**src/rtl/uart_baud_nco.sv**
```systemverilog
// uart_baud_nco: fractional phase-accumulator UART baud generator with oversample, tx bit and rx mid-bit strobes
// Ports:
//   sys_clk, rst      clock and synchronous active-high reset
//   en                run enable; when low all state holds and strobes drop
//   inc_wr, inc_in    load a new phase increment
//   rx_sync           start-bit pulse, restarts the rx sample counter
//   inc_q             phase increment currently in use
//   over_tick         oversample strobe (BAUDRATE*OVS)
//   tx_tick           tx bit strobe, one per OVS over_ticks
//   rx_sample         rx mid-bit strobe
//   tx_clk, rx_clk    debug toggles on tx_tick / over_tick
module uart_baud_nco #(
   parameter int SYS_CLK  = 30000000,
   parameter int BAUDRATE = 9600,
   parameter int OVS      = 16,
   parameter int ACC_W    = 24
) (
   input  logic             sys_clk,
   input  logic             rst,
   input  logic             en,
   input  logic             inc_wr,
   input  logic [ACC_W-1:0] inc_in,
   input  logic             rx_sync,
   output logic [ACC_W-1:0] inc_q,
   output logic             over_tick,
   output logic             tx_tick,
   output logic             rx_sample,
   output logic             tx_clk,
   output logic             rx_clk
);
   localparam int CW = $clog2(OVS);
   localparam logic [63:0] DEF_INC_64 =
      (64'(BAUDRATE) * 64'(OVS) * (64'd1 << ACC_W) + 64'(SYS_CLK) / 64'd2) / 64'(SYS_CLK);
   localparam logic [ACC_W-1:0] DEF_INC = DEF_INC_64[ACC_W-1:0];
   localparam logic [CW-1:0] CNT_LAST = CW'(OVS - 1);
   localparam logic [CW-1:0] RX_MID   = CW'(OVS / 2 - 1);
   logic [ACC_W-1:0] r_acc;
   logic [ACC_W-1:0] r_inc;
   logic [CW-1:0]    r_tx_cnt;
   logic [CW-1:0]    r_rx_cnt;
   logic             r_over_tick;
   logic             r_tx_tick;
   logic             r_rx_sample;
   logic             r_tx_clk;
   logic             r_rx_clk;
   logic [ACC_W:0]   w_sum;
   logic             w_carry;
   logic             w_tx_wrap;
   logic             w_rx_wrap;
   logic             w_rx_mid;
   // the carry out of the accumulator is the oversample event; gated by en so hold freezes everything
   assign w_sum     = {1'b0, r_acc} + {1'b0, r_inc};
   assign w_carry   = en & w_sum[ACC_W];
   assign w_tx_wrap = r_tx_cnt == CNT_LAST;
   assign w_rx_wrap = r_rx_cnt == CNT_LAST;
   assign w_rx_mid  = r_rx_cnt == RX_MID;
   always_ff @(posedge sys_clk) begin
      if (rst) begin
         r_acc       <= '0;
         r_inc       <= DEF_INC;
         r_tx_cnt    <= '0;
         r_rx_cnt    <= '0;
         r_over_tick <= 1'b0;
         r_tx_tick   <= 1'b0;
         r_rx_sample <= 1'b0;
         r_tx_clk    <= 1'b0;
         r_rx_clk    <= 1'b0;
      end else begin
         r_acc       <= en ? w_sum[ACC_W-1:0] : r_acc;
         r_inc       <= inc_wr ? inc_in : r_inc;
         r_over_tick <= w_carry;
         r_tx_tick   <= w_carry & w_tx_wrap;
         // a carry landing on the sync edge is swallowed: the counter restarts instead
         r_rx_sample <= w_carry & w_rx_mid & ~rx_sync;
         r_tx_cnt    <= w_carry ? (w_tx_wrap ? '0 : r_tx_cnt + 1'b1) : r_tx_cnt;
         r_rx_cnt    <= rx_sync ? '0 : w_carry ? (w_rx_wrap ? '0 : r_rx_cnt + 1'b1) : r_rx_cnt;
         r_tx_clk    <= r_tx_clk ^ (w_carry & w_tx_wrap);
         r_rx_clk    <= r_rx_clk ^ w_carry;
      end
   end
   assign inc_q     = r_inc;
   assign over_tick = r_over_tick;
   assign tx_tick   = r_tx_tick;
   assign rx_sample = r_rx_sample;
   assign tx_clk    = r_tx_clk;
   assign rx_clk    = r_rx_clk;
endmodule

```
**config.mk**
```make
export PLATFORM = sky130hd
export DESIGN_NAME = uart_baud_nco
export DESIGN_NICKNAME = d
export VERILOG_FILES = /design/src/rtl/uart_baud_nco.sv
export SDC_FILE = /design/constraint.sdc
export NUM_CORES = 1
export LEC_CHECK = 0
export CAP_MARGIN = 20
export CORE_AREA = 2 2 111 140
export CTS_CLUSTER_SIZE = 14
export DETAILED_ROUTE_END_ITERATION = 16
export DIE_AREA = 0 0 113 142
export RECOVER_POWER = 50
export SYNTH_ARGS = -nofsm -noshare
export SYNTH_HDL_FRONTEND = slang
export SYNTH_SLANG_ARGS = --single-unit
```
**constraint.sdc**
```tcl
create_clock -name sys_clk -period 3.3 [get_ports sys_clk]
set_input_delay 0.99 -clock sys_clk [delete_from_list [all_inputs] [get_ports sys_clk]]
set_output_delay 0.99 -clock sys_clk [all_outputs]
set_load 0.05 [all_outputs]
```
==> results.json <==
{
  "outcome": "finished with violations",
  "violations": "design-rule violations",
  "cp.required_ns": 3.52,
  "cts_resized": 0,
  "grt_max_degree": 35,
  "multi_input_area_mm2": 0.001989,
  "place_area_mm2": 0.004098,
  "synth_nets": 431,
  "clk_latency_ns": 0.33,
  "drtAntennaViolNets": 0,
  "worstMarginPinSlew_ns": 0.9481,
  "insertedDiodeCount": 0,
  "gp_congestion": 0.8320,
  "drc": 3,
  "post_cts_buffers": 0,
  "final_cell_mix": "61 x dfxtp_1, 54 x nor2_1, 53 x clkdlybuf4s50_1, 34 x a21oi_1, 29 x mux2i_1",
  "row_count": 50,
  "synth-seq-cells": 61,
  "start_util": 0.2252,
  "power.density_mw_per_mm2": 550.7,
  "grt_setup_unrepaired": "false",
  "netlist_area_mm2": 0.003324,
  "drtPass1Iterations": 10,
  "die_w_um": 113,
  "fillers": 1575,
  "fmax_ghz": 0.3594,
  "dp_hpwl_um": 6047,
  "grt_pass1_vias": 2928,
  "vias": 2872,
  "cts_max_level": 3,
  "vias_per_cell": 4.617,
  "ys_warn_count": 0,
  "crit_type": "reg -> reg",
  "tns_ns": 0,
  "finalMaxSlewViolations": 0,
  "cts_num_sinks": 61,
  "crit_arrival_ns": 3.01,
  "syn_to_final_growth_pct": 31.09,
  "fin_total_pwr_mw": 2.400,
  "overflow": 0,
  "highest_layer": "met4",
  "yosysTopAreaCell": "dfxtp_1",
  "finalHoldViolations": 0,
  "fin_crit_ns": 2.782,
  "finalInstanceArea_mm2": 0.004358,
  "mostFrequentLayoutCell": "dfxtp_1",
  "hold_class": "reg -> reg",
  "antenna_found_initial": 0,
  "avgSynthCellArea_um2": 8.865,
  "synth-seq-area-share": 0.3673,
  "final_cells": 622,
  "gr-usage-all-layers": 0.1091,
  "worstSetupEndpointType": "flop",
  "netlist-cell-type-count": 51,
  "ctsHoldBuffers": 0,
  "finalSetupViolations": 0,
  "drtIter0Drc": 155,
  "crit_path_max_fanout": 19,
  "regArea_mm2": 0.001221,
  "portBuffers": 57,
  "start_kind": "flop",
  "dp.cells": 606,
  "met3_length_um": 409,
  "met2WireLength_um": 4030,
  "cts_buffer_depth": 2,
  "synth.top_cell.area_share": 0.3673,
  "vdd_drop_max_uv": 243.7,
  "worst_clock_skew_ns": 0.007315,
  "cts_inserted_buffers": 9,
  "synthArstFlopShare": 0,
  "final_nets": 491,
  "power_leakage_nw": 1.824,
  "root_buffer": "clkbuf_16",
  "ios": 58,
  "clk_pin_slew_ns": 0.06,
  "detail_route.wl_per_cell_um": 13.29,
  "yosys-top-cells-area": "dfxtp_1 37%, ha_1 9.8%, mux2i_1 8.7%",
  "cts_tree": "yes",
  "layout-drive-gt1-share": 0.05909,
  "slew_headroom": 0.3679,
  "fin_crit_sh": 0.8431,
  "drt-met1-wl_um": 3634,
  "grt_pass1_wl_um": 13940,
  "die_area_mm2": 0.01605,
  "placeableCoreArea_mm2": 0.01476,
  "drv_cap": 0,
  "dieHeight_um": 142,
  "syn_inst": 375,
  "drt-total-wl_um": 8268,
  "ys.flop_type": "dfxtp_1",
  "synth_edf_count": 0,
  "rrSetupSlack_ns": 0.52
}
## metal layers
metal	GRT usage	up-vias
met5	0	-
met1	0.1299	1329
li1	-	1460
met3	0.03066	19
met2	0.1850	64
met4	0.04365	0
## final timing paths
kind	start	end	cells past startpoint
worst max-delay path	inc_q[0]$_SDFFE_PP1P_	r_rx_cnt[1]$_SDFFE_PP0P_	10
worst min-delay path	r_acc[22]$_SDFFE_PP0P_	r_acc[22]$_SDFFE_PP0P_	2
worst max register to register	inc_q[0]$_SDFFE_PP1P_	r_rx_cnt[1]$_SDFFE_PP0P_	10
worst min register to register	r_acc[22]$_SDFFE_PP0P_	r_acc[22]$_SDFFE_PP0P_	2
## registers in the layout, summed over array words and instances (netlist names)
register,flops
inc_q,24
r_tx_cnt,4
over_tick,1
tx_tick,1
rx_clk,1
r_rx_cnt,4
r_acc,24
rx_sample,1
tx_clk,1
## stage by stage
| stage | setup slack (ns) | util | hold WS (ns) |
|---|---|---|---|
| 3_3_place_gp | 0.6900 | 0.2775 | 0.4442 |
| 4_1_cts | 0.6693 | 0.2974 | 0.4561 |
| 6_report | 0.5178 | 0.2952 | 0.4546 |
| 5_1_grt | 0.2322 | 0.2952 | 0.4804 |
| 3_5_place_dp | 0.6449 | 0.2775 | 0.4471 |
| 2_1_floorplan | 0.6971 | - | 0.4291 |
## critical path, cell delays in order, from the launching register on
cell and delay (ns):
dfxtp_1 0.31, ha_1 0.22, fa_1 0.40, a21oi_1 0.20, nor2_1 0.10, o21ai_2 0.21, o211a_2 0.23, o21ai_0 0.23
a21oi_4 0.47, mux2i_1 0.24, nor2_1 0.05
## cells in the mapped netlist, types with 3 or more instances
master,count
xnor2_1,14
nand3_1,11
xor2_1,7
o21ai_0,6
nand4_1,3
or3_1,5
a21oi_1,32
ha_1,26
a31oi_1,3
o21ai_1,12
a21o_1,6
a211o_1,10
buf_1,3
nor2_1,54
clkbuf_1,7
nor2b_1,12
dfxtp_1,61
inv_1,9
nand2_1,23
nand2b_1,3
a211oi_1,3
mux2i_1,29
## logic make-up after synthesis
logic type | count (synthesis) | share of synthesized area
AO/OA/AOI/OAI | 96 | 0.1980
XOR/XNOR | 21 | 0.05533
adder cells (fa/ha/maj) | 27 | 0.1039
buffers and inverters | 22 | 0.02634
flip-flops | 61 | 0.3673
multiplexers | 29 | 0.08732
AND/OR/NAND/NOR | 119 | 0.1618
## layout make-up
cell class | count | area share
multi-input cells | 292 | 0.4565
clock buffers | 10 | 0.05254
inverters | 10 | 0.008613
well taps | 182 | 0.05225
flip-flops and latches | 61 | 0.2802
clock inverters | 6 | 0.01464
repair buffers | 61 | 0.1352
## where the power goes
part	switching, mW	internal, mW	leakage, nW
Clock	0.351	0.583	0.138
Combinational	0.356	0.267	1.18
Sequential	0.0429	0.799	0.501
Power figures use the tool's default switching activity.
